===== src/rtl/game_cfg_pkg.sv =====
// Shared types, default menu constants and the try-budget formula for the
// game configuration menu.
package game_cfg_pkg;

    typedef enum logic [1:0] {SELECT, INIT, START, PLAY} state_t;

    localparam int DEF_SIZE_MIN         = 2;
    localparam int DEF_SIZE_STEP        = 4;
    localparam int DEF_SIZE_COUNT       = 7;
    localparam int DEF_SIZE_DEFAULT_IDX = 3;
    localparam int DEF_COLOR_MIN        = 3;
    localparam int DEF_COLOR_MAX        = 8;
    localparam int DEF_COLOR_DEFAULT    = 6;

    // Unsaturated budget; the caller clamps it to its own counter width.
    function automatic logic [15:0] tries_budget(input logic [4:0] size,
                                                 input logic [3:0] colours,
                                                 input int num,
                                                 input int shift);
        logic [15:0] prod;
        prod = 16'(size) * (16'(colours) - 16'd1) * 16'(num);
        return (prod >> shift) + 16'd1;
    endfunction

endpackage


===== src/rtl/game_config_menu_button_edge.sv =====
// Button front end: two-flop synchroniser, registered rising-edge pulse and
// optional auto-repeat while the button stays held.
module button_edge #(
    parameter int REPEAT_CYCLES = 0
) (
    input  logic clk,
    input  logic rst_n,
    input  logic btn,
    output logic pulse
);
    logic sync1_reg, sync2_reg, prev_reg, pulse_reg;
    logic rise, repeat_fire;

    assign rise  = sync2_reg & ~prev_reg;
    assign pulse = pulse_reg;

    always_ff @(posedge clk) begin
        if (!rst_n) begin
            sync1_reg <= 1'b0;
            sync2_reg <= 1'b0;
            prev_reg  <= 1'b0;
            pulse_reg <= 1'b0;
        end else begin
            sync1_reg <= btn;
            sync2_reg <= sync1_reg;
            prev_reg  <= sync2_reg;
            pulse_reg <= rise | repeat_fire;
        end
    end

    generate
        if (REPEAT_CYCLES > 0) begin : g_repeat
            localparam int CW = $clog2(REPEAT_CYCLES + 1);
            logic [CW-1:0] cnt_reg;

            // cnt_reg counts cycles since the last step; it fires on reaching the period.
            assign repeat_fire = sync2_reg & prev_reg & (cnt_reg == CW'(REPEAT_CYCLES));

            always_ff @(posedge clk) begin
                if (!rst_n || !sync2_reg) begin
                    cnt_reg <= '0;
                end else if (rise || repeat_fire) begin
                    cnt_reg <= CW'(1);
                end else begin
                    cnt_reg <= cnt_reg + CW'(1);
                end
            end
        end else begin : g_no_repeat
            assign repeat_fire = 1'b0;
        end
    endgenerate

endmodule


===== src/rtl/game_config_menu.sv =====
// Board size / colour count menu with computed try budget, board-init and
// begin-game handshakes, and try counting during play.
module game_config_menu
    import game_cfg_pkg::*;
#(
    parameter int SIZE_MIN         = DEF_SIZE_MIN,
    parameter int SIZE_STEP        = DEF_SIZE_STEP,
    parameter int SIZE_COUNT       = DEF_SIZE_COUNT,
    parameter int SIZE_DEFAULT_IDX = DEF_SIZE_DEFAULT_IDX,
    parameter int COLOR_MIN        = DEF_COLOR_MIN,
    parameter int COLOR_MAX        = DEF_COLOR_MAX,
    parameter int COLOR_DEFAULT    = DEF_COLOR_DEFAULT,
    parameter int TRIES_NUM        = 11,
    parameter int TRIES_SHIFT      = 5,
    parameter int REPEAT_CYCLES    = 25000000,
    parameter int TRIES_W          = 8
) (
    input  logic               MASTER_CLOCK,
    input  logic               RESET_N,
    input  logic               UP,
    input  logic               DOWN,
    input  logic               LEFT,
    input  logic               RIGHT,
    input  logic               CENTER,
    input  logic               BOARD_READY,
    input  logic               ACK_BEGIN_GAME,
    input  logic               MOVE_DONE,
    input  logic               GAME_DONE,
    output logic               INITIALIZE_BOARD,
    output logic               BEGIN_GAME,
    output logic [4:0]         SIZE,
    output logic [3:0]         COLOR_NUM,
    output logic [4:0]         final_SIZE,
    output logic [3:0]         final_COLOR_NUM,
    output logic               FIELD_SEL,
    output logic               MODE,
    output logic [TRIES_W-1:0] TRIES,
    output logic [TRIES_W-1:0] TOTAL_TRIES,
    output logic               OUT_OF_TRIES
);
    localparam int IDX_W = (SIZE_COUNT > 1) ? $clog2(SIZE_COUNT) : 1;
    localparam logic [15:0] TRIES_MAX = 16'((1 << TRIES_W) - 1);
    localparam logic [IDX_W-1:0] IDX_RST = IDX_W'(SIZE_DEFAULT_IDX);

    function automatic logic [4:0] size_of(input logic [IDX_W-1:0] idx);
        return 5'(SIZE_MIN + int'(idx) * SIZE_STEP);
    endfunction

    function automatic logic [TRIES_W-1:0] saturate(input logic [15:0] b);
        return (b > TRIES_MAX) ? TRIES_W'(TRIES_MAX) : TRIES_W'(b);
    endfunction

    // step bits: 0 UP, 1 DOWN, 2 LEFT, 3 RIGHT, 4 CENTER; only UP/DOWN repeat.
    logic [4:0] btn_raw, step;
    assign btn_raw = {CENTER, RIGHT, LEFT, DOWN, UP};

    genvar gi;
    generate
        for (gi = 0; gi < 5; gi++) begin : g_btn
            button_edge #(
                .REPEAT_CYCLES(gi < 2 ? REPEAT_CYCLES : 0)
            ) u_btn (
                .clk  (MASTER_CLOCK),
                .rst_n(RESET_N),
                .btn  (btn_raw[gi]),
                .pulse(step[gi])
            );
        end
    endgenerate

    state_t             state_reg, state_next;
    logic               field_reg, field_next;
    logic [IDX_W-1:0]   idx_reg, idx_next;
    logic [3:0]         colour_reg, colour_next;
    logic [4:0]         final_size_reg, final_size_next;
    logic [3:0]         final_colour_reg, final_colour_next;
    logic [TRIES_W-1:0] tries_reg, tries_next, total_reg, total_next;
    logic               out_reg, out_next;

    always_comb begin
        state_next        = state_reg;
        field_next        = field_reg;
        idx_next          = idx_reg;
        colour_next       = colour_reg;
        final_size_next   = final_size_reg;
        final_colour_next = final_colour_reg;
        tries_next        = tries_reg;
        total_next        = total_reg;
        case (state_reg)
            SELECT: begin
                // A start pulse takes priority over any step in the same cycle.
                if (step[3] || step[4]) begin
                    final_size_next   = size_of(idx_reg);
                    final_colour_next = colour_reg;
                    total_next        = saturate(tries_budget(size_of(idx_reg), colour_reg,
                                                              TRIES_NUM, TRIES_SHIFT));
                    tries_next        = '0;
                    state_next        = INIT;
                end else begin
                    if (step[2]) field_next = ~field_reg;
                    if (step[0] && !step[1]) begin
                        if (field_reg) idx_next = (idx_reg == IDX_W'(SIZE_COUNT - 1)) ? '0 : idx_reg + IDX_W'(1);
                        else colour_next = (colour_reg == 4'(COLOR_MAX)) ? 4'(COLOR_MIN) : colour_reg + 4'd1;
                    end else if (step[1] && !step[0]) begin
                        if (field_reg) idx_next = (idx_reg == '0) ? IDX_W'(SIZE_COUNT - 1) : idx_reg - IDX_W'(1);
                        else colour_next = (colour_reg == 4'(COLOR_MIN)) ? 4'(COLOR_MAX) : colour_reg - 4'd1;
                    end
                end
            end
            INIT:  if (BOARD_READY) state_next = START;
            START: if (ACK_BEGIN_GAME) state_next = PLAY;
            PLAY: begin
                if (MOVE_DONE && (tries_reg < total_reg)) tries_next = tries_reg + TRIES_W'(1);
                if (GAME_DONE || step[4]) state_next = SELECT;
            end
            default: state_next = SELECT;
        endcase
        out_next = (state_next == PLAY) && (tries_next == total_reg);
    end

    always_ff @(posedge MASTER_CLOCK) begin
        if (!RESET_N) begin
            state_reg        <= SELECT;
            field_reg        <= 1'b0;
            idx_reg          <= IDX_RST;
            colour_reg       <= 4'(COLOR_DEFAULT);
            final_size_reg   <= size_of(IDX_RST);
            final_colour_reg <= 4'(COLOR_DEFAULT);
            tries_reg        <= '0;
            total_reg        <= saturate(tries_budget(size_of(IDX_RST), 4'(COLOR_DEFAULT),
                                                      TRIES_NUM, TRIES_SHIFT));
            out_reg          <= 1'b0;
        end else begin
            state_reg        <= state_next;
            field_reg        <= field_next;
            idx_reg          <= idx_next;
            colour_reg       <= colour_next;
            final_size_reg   <= final_size_next;
            final_colour_reg <= final_colour_next;
            tries_reg        <= tries_next;
            total_reg        <= total_next;
            out_reg          <= out_next;
        end
    end

    assign INITIALIZE_BOARD = (state_reg == INIT);
    assign BEGIN_GAME       = (state_reg == START);
    assign MODE             = (state_reg == PLAY);
    assign SIZE             = size_of(idx_reg);
    assign COLOR_NUM        = colour_reg;
    assign final_SIZE       = final_size_reg;
    assign final_COLOR_NUM  = final_colour_reg;
    assign FIELD_SEL        = field_reg;
    assign TRIES            = tries_reg;
    assign TOTAL_TRIES      = total_reg;
    assign OUT_OF_TRIES     = out_reg;

endmodule


===== config.mk =====
export PLATFORM = sky130hd
export DESIGN_NAME = game_config_menu
export DESIGN_NICKNAME = d
export VERILOG_FILES = /design/src/rtl/game_cfg_pkg.sv /design/src/rtl/game_config_menu_button_edge.sv /design/src/rtl/game_config_menu.sv
export SDC_FILE = /design/constraint.sdc
export NUM_CORES = 1
export LEC_CHECK = 0
export ABC_AREA = 1
export ABC_CLOCK_PERIOD_IN_PS = 8100
export BUFFER_PORTS_ARGS = -buffer_cell sky130_fd_sc_hd__buf_2
export CORE_ASPECT_RATIO = 1.2
export CORE_MARGIN = 3
export CORE_UTILIZATION = 50
export DETAILED_ROUTE_END_ITERATION = 10
export HOLD_SLACK_MARGIN = 0.06
export PLACE_DENSITY = 0.68
export SYNTH_ARGS = -nofsm -noshare
export SYNTH_HDL_FRONTEND = slang
export SYNTH_SLANG_ARGS = --single-unit

===== constraint.sdc =====
create_clock -name MASTER_CLOCK -period 8.1 [get_ports MASTER_CLOCK]
set_input_delay 0 -clock MASTER_CLOCK [delete_from_list [all_inputs] [get_ports MASTER_CLOCK]]
set_output_delay 0 -clock MASTER_CLOCK [all_outputs]
set_load 0.02 [all_outputs]

==> results of run 1 <==
power groups by stage:
stage | clock network (mW) | logic [mW] | registers [mW]
floorplan | 0 | 1.35 | 0.563
global placement | 0 | 1.62 | 0.555
detailed placement | 0 | 1.62 | 0.555
CTS | 0.442 | 1.63 | 0.543
global route | 0.466 | 1.89 | 0.546
finish | 0.430 | 1.61 | 0.543
layer usage:
layer	routed length (um)	global-route usage (%)	up-vias	share of wire, %
met5	0	0	-	0
met4	225	5.68	0	1.5
met3	505	3.14	20	3.5
met2	7150	33.4	96	49
met1	6680	24.5	2753	46
li1	-	-	3369	-
cell usage in the layout, fill, tap and decap left out, types with 3 or more instances in the layout:
| cell type | instances |
|---|---|
| ha_1 | 65 |
| a21oi_1 | 63 |
| inv_1 | 192 |
| clkbuf_16 | 9 |
| nand2_2 | 10 |
| nor2_1 | 88 |
| o211ai_1 | 8 |
| nand3_2 | 6 |
| clkinv_1 | 3 |
| nand3_1 | 63 |
| fa_1 | 13 |
| nand2_1 | 220 |
| nand3b_1 | 3 |
| xor2_1 | 19 |
| inv_2 | 7 |
| or2_2 | 3 |
| a31oi_1 | 7 |
| o21ai_1 | 3 |
| o21ai_0 | 32 |
| nor3_1 | 20 |
| conb_1 | 4 |
| buf_2 | 45 |
| dfxtp_1 | 104 |
| dlygate4sd3_1 | 6 |
| o21a_1 | 5 |
| nand4_1 | 21 |
| nor2_2 | 10 |
| nor4_1 | 9 |
| xnor2_1 | 10 |
area by class of cell:
type / instances / area, um^2 / share of cell area (%)
clock buffer: 9 / 225 / 2.86
clock inverter: 7 / 77.6 / 0.984
inverter: 202 / 758 / 9.62
multi-input combinational: 709 / 4240 / 53.8
sequential: 104 / 2080 / 26.4
tap: 171 / 214 / 2.72
timing repair buffer: 51 / 285 / 3.62
cells by family after synthesis:
group | Yosys count
DFF | 104
and+or+nand+nor | 467
xor gates and xnor gates | 31
adders and majority gates | 78
buffers and inverters | 220
other | 2
AOI/OAI and AO/OA | 129
worst paths after layout:
kind	from	to	cells after the start
setup / recovery	COLOR_NUM[0]$_SDFFE_PN0P_	TOTAL_TRIES[3]$_SDFFE_PN1P_	34
hold reg to reg	g_btn[3].u_btn.prev_reg$_SDFF_PN0_	g_btn[3].u_btn.pulse$_SDFF_PN0_	1
hold / removal	RESET_N	g_btn[4].u_btn.sync2_reg$_SDFF_PN0_	3
setup reg to reg	COLOR_NUM[0]$_SDFFE_PN0P_	TOTAL_TRIES[3]$_SDFFE_PN1P_	34
stage by stage:
step                      setup slack (ps)  total power [mW]  util, %  hold WS (ps)  cells
final                                 1410              2.58     56.5          90.5   1253
after global routing                   804              2.90     56.5           126   1253
after CTS                             1380              2.62     56.5          95.8   1253
after detailed placement              1400              2.18     53.9           183   1231
after global placement                1570              2.17     53.9           184   1231
after floorplan                       1970              1.91        -          97.6   1033
worst max-delay path, delay by kind of cell (launching register included):
family          cells  cell delay (ps)
fa+ha+maj           8             3180
simple gates       16             1600
xor+xnor            2              570
compound gates      1              230
buf+inv             7              450
flops               1              560
==> impl_metrics.py, run 1 <==
metrics = {
    "outcome": {
        "status": "complete, no violations",
    },
    "synthesis": {
        "synth_warnings": 0,
        "synthMuxAreaShare_pct": 0,
        "synth_most_common_cell": "nand2_1",
        "synth-edff-count": 0,
        "netlist.top_cell.by_area": "dfxtp_1",
        "synth-seq-area-share_pct": 29.1,
        "synth_fa_ha_area_share_pct": 15.0,
        "synth_ff_type": "dfxtp_1",
        "synth_simple_gate_area_share_pct": 29.6,
        "avgSynthCellArea_um2": 6.95,
        "synth_cells": 1031,
        "synth_area_um2": 7160,
        "synth_top_family_by_area": "simple AND/OR/NAND/NOR gates",
        "yosys-top-cells-count": "220 x nand2_1, 192 x inv_1, 104 x dfxtp_1",
        "yosysTopAreaCellShare_pct": 29.1,
        "ys_top_cells_by_area": "dfxtp_1 29%, nand2_1 12%, ha_1 11%",
        "synth_xor_area_share_pct": 4.16,
        "synth-compound-area-share_pct": 10.2,
        "yosys.cell_types.count": 53,
        "synthArstFlopShare_pct": 0,
        "ys_ff_latch": 104,
    },
    "global_routing": {
        "antenna_found_initial": 0,
        "grt_pass1_wl_um": 25000,
        "grt-ovfl-total": 0,
        "grt_use_total_pct": 19.3,
        "grt_max_degree": 29,
        "grt_pass1_vias": 5605,
    },
    "layout": {
        "syn2layout_area_growth_pct": 10.0,
        "nNetsFinal": 1166,
        "fillers": 1365,
        "n_antenna_cell": 0,
        "largest_reg_flops": 50,
        "design_area_um2": 7880,
        "drive_gt1_share_pct": 9.98,
    },
    "power": {
        "p_leak_nw": 3.83,
        "swShare_pct": 46.9,
        "ir_drop_mv": 0.270,
        "p_sw_mw": 1.21,
        "seqPwrFrac_pct": 21.0,
        "p_comb_share_pct": 62.3,
        "p_clk_share_pct": 16.7,
        "p_int_mw": 1.37,
        "powerDensity_nw_per_um2": 328,
    },
    "clock_network": {
        "clk-insertion-delay-late_ps": 350,
        "postCtsSetupBuffers": 0,
        "cts_tree": "yes",
        "clk_path_buf_depth": 2,
        "clkTransAtPathRegs_ps": 80,
        "ctsHoldBuffers": 6,
        "cts-root-buf": "clkbuf_16",
        "cts.sinks": 104,
        "cts_inserted_buffers": 9,
        "htree_levels": 3,
        "cts_resized": 0,
    },
    "floorplan": {
        "dieArea_um2": 15800,
        "io_pins": 50,
        "die_x_um": 115,
        "core_area_um2": 13900,
        "start_util_pct": 51.4,
        "die_y_um": 137,
        "fp-row-count": 47,
    },
    "critical_path": {
        "slowest_stage": "dfxtp_1",
        "r2r_setup_slack_ps": 1410,
        "worst_setup_path_end_kind": "register",
        "arrival_ps": 6930,
        "worst-path-max-fanout": 11,
        "worst_path_most_repeated_cell": "nand2_1",
        "cpPeakStageDelay_ps": 560,
        "crit_path_start_kind": "register",
        "critical_path_class": "register to register",
        "cp.required_ps": 8340,
    },
    "placement": {
        "routabilityCongestion": 0.834,
        "place_area_um2": 7520,
        "io_buffers": 45,
        "dp_hpwl_um": 11500,
    },
    "timing": {
        "layout_min_cycle_time_ps": 6690,
        "setup_viol": 0,
        "rsz0062_at_grt": "false",
        "max_slew.worst_pin.slew_ps": 766,
        "max_freq_mhz": 149,
        "clock_skew_ps": 10.9,
        "relSlewSlack_pct": 48.9,
        "setup_tns_ps": 0,
        "post-route-period-util_pct": 82.6,
        "slew_viol_final": 0,
        "hold_violations": 0,
    },
    "route": {
        "drc_errors": 0,
        "postRouteAntennaNets": 0,
        "drtIter0Drc": 304,
        "avgRoutedWirePerCell_um": 11.6,
        "wirelength_um": 14600,
        "firstDrtPassIters": 6,
        "routed_via_density": 4.98,
        "dr_total_vias": 6238,
    },
    "worst_hold_path": {
        "min_path_type": "input port to register",
    },
    "job": {
        "drv_cap": 0,
    },
}
Power figures use the tool's default switching activity.
==> run 2: changes to the inputs <==
Settings changed: ABC_CLOCK_PERIOD_IN_PS 8100 to 5600, PLACE_DENSITY 0.68 to 0.71.
Clock period 8.1 ns to 5.6 ns, I/O delays scaled along.
==> run 2 against run 1 <==
- the flow now finishes with violations (setup timing)
- sequential share of layout area down 2.8 points
- critical path depth up 2
- utilization is 6.8 points higher
- via count up 6.7%
- clock-buffer cell count stayed put
- largest cell class unchanged
- non-clock buffer count is 66 higher
- critical path type unchanged
- clock power up 51%
- flip-flop and latch count stayed put
==> impl_metrics.py, run 2 (synthesis results as in run 1) <==
metrics = {
    "outcome": {
        "status": "finished, violations left",
        "violations": "setup timing",
    },
    "timing": {
        "rsz0062_at_grt": "true",
        "relSlewSlack_pct": 48.9,
        "fin_ws_ps": -292,
        "setup_viol": 8,
        "hold_violations": 0,
        "max_freq_mhz": 170,
        "post-route-period-util_pct": 105,
        "slew_viol_final": 0,
        "max_slew.worst_pin.slew_ps": 763,
        "clock_skew_ps": 13.2,
        "layout_min_cycle_time_ps": 5890,
    },
    "critical_path": {
        "cp.required_ps": 5860,
        "cpLargestDelayFamily": "adder cells",
        "worst_setup_path_end_kind": "register",
        "r2r_setup_slack_ps": -290,
        "r2r-end": "TOTAL_TRIES[7]$_SDFFE_PN0P_",
        "cpPeakStageDelay_ps": 550,
        "startpoint": "COLOR_NUM[1]$_SDFFE_PN1P_",
        "critical_path_class": "register to register",
        "crit_path_start_kind": "register",
        "r2r_cells": 36,
        "arrival_ps": 6150,
        "worst_r2r_startpoint": "COLOR_NUM[1]$_SDFFE_PN1P_",
        "slowest_stage": "fa_2",
        "cp.buffers_inverters": 9,
        "worst-path-max-fanout": 8,
    },
    "placement": {
        "dp_hpwl_um": 12100,
        "routabilityCongestion": 0.886,
        "io_buffers": 45,
        "place_inst": 1279,
    },
    "power": {
        "total_power_mw": 4.84,
        "p_leak_nw": 4.18,
        "powerDensity_nw_per_um2": 549,
        "ir_drop_mv": 0.520,
    },
    "worst_hold_path": {
        "min_path_type": "input port to register",
        "hold_path_depth": 3,
        "worstHoldStart": "RESET_N",
        "min_to": "g_btn[4].u_btn.sync2_reg$_SDFF_PN0_",
    },
    "global_routing": {
        "antenna_found_initial": 0,
        "grt_pass1_vias": 6403,
        "grt_max_degree": 29,
        "grt-ovfl-total": 0,
        "grt_pass1_wl_um": 27300,
        "grt_use_total_pct": 21.0,
    },
    "route": {
        "dr_total_vias": 6659,
        "routed_via_density": 5.05,
        "avgRoutedWirePerCell_um": 12.4,
        "postRouteAntennaNets": 0,
        "drc_errors": 0,
        "drtIter0Drc": 277,
        "wirelength_um": 16300,
        "firstDrtPassIters": 5,
    },
    "layout": {
        "syn2layout_area_growth_pct": 23.2,
        "final_common_cell": "nand2_1",
        "instances_no_fill": 1319,
        "n_antenna_cell": 0,
        "nNetsFinal": 1232,
        "final_cell_mix": "201 x nand2_1, 173 x inv_1, 101 x dfxtp_1",
        "drive_gt1_share_pct": 22.6,
        "largest_reg_flops": 50,
    },
    "clock_network": {
        "cts_inserted_buffers": 9,
        "clk_path_buf_depth": 2,
        "cts_tree": "yes",
        "cts.sinks": 104,
        "clkTransAtPathRegs_ps": 80,
        "cts-root-buf": "clkbuf_16",
        "htree_levels": 3,
        "clk-insertion-delay-late_ps": 360,
    },
    "floorplan": {
        "die_y_um": 137,
        "start_util_pct": 51.4,
        "core_area_um2": 13900,
        "fp-row-count": 47,
        "die_x_um": 115,
        "dieArea_um2": 15800,
        "io_pins": 50,
    },
    "job": {
        "drv_cap": 0,
    },
}
run 2: changes by cell type in the layout (fill, tap and decap cells not counted), sizes merged:
cell / change
buf: +66
clkinv: -2
clkinvlp: +1
inv: +1
run 2: timing repair:
item	in CTS	in global routing
hold endpoints to repair	6	0
gates resized for setup	44	33
buffers inserted	11	7
endpoints found under the setup margin	8	8
gates cloned	0	0
pin swaps	41	38
hold buffers	6	0
run 2: worst max path at each step:
stage	to	slack [ps]	cells past startpoint
6_report	TOTAL_TRIES[7]$_SDFFE_PN0P_	-290	36
5_1_grt	TOTAL_TRIES[1]$_SDFFE_PN0P_	-530	37
4_1_cts	TOTAL_TRIES[0]$_SDFFE_PN1P_	-110	36
3_5_place_dp	TOTAL_TRIES[1]$_SDFFE_PN0P_	-290	35
3_3_place_gp	TOTAL_TRIES[1]$_SDFFE_PN0P_	-170	34
2_1_floorplan	TOTAL_TRIES[0]$_SDFFE_PN1P_	-100	37
run 2: routing by layer:
| layer | GRT usage [%] | vias to the layer above | share of wire [%] | routed length, um |
|---|---|---|---|---|
| li1 | - | 3492 | - | - |
| met1 | 23.8 | 3063 | 43 | 6960 |
| met2 | 39.7 | 84 | 53 | 8660 |
| met3 | 3.80 | 20 | 2.8 | 452 |
| met4 | 5.81 | 0 | 1.6 | 255 |
| met5 | 0 | - | 0 | 0 |
run 2: per-stage QoR:
| step | hold WS (ps) | instance area, um^2 | utilization [%] | setup WS (ps) | TNS, ps |
|---|---|---|---|---|---|
| global placement | 183 | 8020 | 57.6 | -170 | -1220 |
| detailed placement | 186 | 8020 | 57.6 | -288 | -2160 |
| global route | 114 | 8820 | 63.3 | -528 | -4150 |
| finish | 102 | 8820 | 63.3 | -292 | -2160 |
| CTS | 85.2 | 8640 | 62.0 | -105 | -758 |
| floorplan | 97.6 | 7320 | - | -96.2 | -686 |
run 2: final cells by class:
cell class,instances,area (um^2)
multi-input cells,709,4660
repair buffers,117,785
well taps,171,214
inverters,202,768
fillers,1247,5110
clock inverters,7,82.6
flip-flops and latches,104,2090
clock buffers,9,225
run 2: worst min-delay path, delay by kind of cell:
family                 cells  cell delay, ps
buffers and inverters      2             300
AND/OR/NAND/NOR            1             120
run 2: power by group:
part	leakage (nW)	switching, mW	total, mW	internal [mW]
registers	0.843	0.0199	0.783	0.763
logic	3.19	1.80	3.41	1.61
clock network	0.147	0.330	0.650	0.320
total	4.18	2.15	4.84	2.69
==> run 3: changes to the inputs <==
Settings changed: ABC_CLOCK_PERIOD_IN_PS 5600 to not set, PLACE_DENSITY 0.71 to not set, PLACE_DENSITY_LB_ADDON set to 0.1.
==> run 3 against run 2 <==
- the run still ends with setup timing left
- clock skew is essentially flat
- critical endpoint is now TOTAL_TRIES[2]$_SDFFE_PN0P_
- global-route usage fell by 0.30 points
- clock power down 0.8%
- largest cell class unchanged
- cell area up 0.37%
- utilization rose by 0.23 points
- critical path depth rose by 1
- combinational power rose by 4%
==> impl_metrics.py, run 3 (synthesis results as in run 1) <==
metrics = {
    "route": {
        "dr_total_vias": 6589,
        "drtIter0Drc": 265,
        "postRouteAntennaNets": 0,
        "routed_via_density": 5.00,
        "wirelength_um": 15800,
        "firstDrtPassIters": 5,
        "avgRoutedWirePerCell_um": 12.0,
        "drc_errors": 0,
    },
    "clock_network": {
        "cts-root-buf": "clkbuf_16",
        "clk-insertion-delay-late_ps": 360,
        "clk_path_buf_depth": 2,
        "htree_levels": 3,
        "cts.sinks": 104,
        "clkTransAtPathRegs_ps": 80,
        "cts_inserted_buffers": 9,
        "cts_tree": "yes",
    },
    "outcome": {
        "status": "finished, violations left",
        "violations": "setup timing",
    },
    "critical_path": {
        "cpLargestDelayFamily": "adder cells",
        "cp.buffers_inverters": 8,
        "arrival_ps": 6040,
        "worst-path-max-fanout": 8,
        "worst_r2r_startpoint": "COLOR_NUM[1]$_SDFFE_PN1P_",
        "worst_path_most_repeated_cell": "nand2_4",
        "slowest_stage": "fa_1",
        "critical_path_class": "register to register",
        "crit_path_start_kind": "register",
        "worst_setup_path_end_kind": "register",
        "cpPeakStageDelay_ps": 490,
        "startpoint": "COLOR_NUM[1]$_SDFFE_PN1P_",
        "cp.required_ps": 5870,
    },
    "timing": {
        "max_slew.worst_pin.slew_ps": 797,
        "clock_skew_ps": 13.1,
        "slew_viol_final": 0,
        "hold_slack_ps": 77.8,
        "setup_viol": 8,
        "layout_min_cycle_time_ps": 5780,
        "fin_ws_ps": -178,
        "relSlewSlack_pct": 46.7,
        "hold_violations": 0,
        "rsz0062_at_grt": "true",
        "post-route-period-util_pct": 103,
        "max_freq_mhz": 173,
    },
    "layout": {
        "n_antenna_cell": 0,
        "drive_gt1_share_pct": 22.2,
        "nNetsFinal": 1231,
        "fillers": 1272,
        "final_core_util_pct": 63.6,
        "syn2layout_area_growth_pct": 23.7,
        "final_cell_mix": "202 x nand2_1, 175 x inv_1, 101 x dfxtp_1",
        "largest_reg_flops": 50,
        "final_common_cell": "nand2_1",
    },
    "floorplan": {
        "die_y_um": 137,
        "start_util_pct": 51.4,
        "io_pins": 50,
        "die_x_um": 115,
        "dieArea_um2": 15800,
        "fp-row-count": 47,
        "core_area_um2": 13900,
    },
    "power": {
        "p_leak_nw": 4.22,
        "total_power_mw": 4.96,
        "ir_drop_mv": 0.456,
        "powerDensity_nw_per_um2": 560,
    },
    "placement": {
        "io_buffers": 45,
        "dp_slack_ps": -266,
        "routabilityCongestion": 0.856,
        "dp_hpwl_um": 12300,
    },
    "global_routing": {
        "grt_pass1_wl_um": 26900,
        "grt_max_degree": 29,
        "grt_use_total_pct": 20.7,
        "grt_pass1_vias": 6170,
        "grt-ovfl-total": 0,
        "antenna_found_initial": 0,
    },
    "worst_hold_path": {
        "worstHoldStart": "RESET_N",
        "min_path_type": "input port to register",
    },
    "job": {
        "drv_cap": 0,
    },
}
[run 3: cell count changes in the layout (fill, tap and decap cells not counted), sizes merged]
cell / delta
buf: -1
clkinv: +1
inv: -1
[run 3: tightest hold or removal path: stages]
cell,delay [ps]
buf_2,260
nand2_1,110
inv_1,30
[run 3: report_power, final]
part	internal (mW)	switching [mW]
Combinational	1.68	1.85
Clock	0.319	0.326
Sequential	0.763	0.0206
[run 3: layout make-up]
class / instances / area (um^2) / area share [%]
timing repair buffer: 116 / 788 / 8.90
tap: 171 / 214 / 2.42
sequential: 104 / 2090 / 23.6
inverter: 202 / 768 / 8.67
clock inverter: 7 / 85.1 / 0.961
clock buffer: 9 / 225 / 2.54
multi-input combinational: 709 / 4690 / 52.9
[run 3: through the flow]
step | instance area, um^2 | setup TNS, ps | cells
2_1_floorplan | 7320 | -686 | 1033
3_3_place_gp | 8030 | -1410 | 1280
3_5_place_dp | 8030 | -1980 | 1280
4_1_cts | 8640 | -696 | 1316
5_1_grt | 8860 | -3610 | 1318
6_report | 8860 | -1300 | 1318
[run 3: final timing paths]
check | endpoint | slack [ps] | depth (start not counted)
min | g_btn[4].u_btn.sync1_reg$_SDFF_PN0_ | 80 | 3
max reg2reg | TOTAL_TRIES[2]$_SDFFE_PN0P_ | -180 | 37
min reg2reg | g_btn[2].u_btn.pulse$_SDFF_PN0_ | 380 | 1
max | TOTAL_TRIES[2]$_SDFFE_PN0P_ | -180 | 37
[run 3: metal layers]
layer	part of all wire [%]	track usage, %
met1	44	24.4
met4	1.6	5.61
met5	0	0
met3	2.2	3.14
met2	52	38.5
[run 3: timing repair]
item | 4_1_cts | 5_1_grt
pin swaps | 44 | 29
endpoints found under the setup margin | 8 | 8
endpoints found under the hold margin | 6 | 0
hold buffers | 6 | 0
gates resized for setup | 36 | 46
setup buffers | 14 | 2
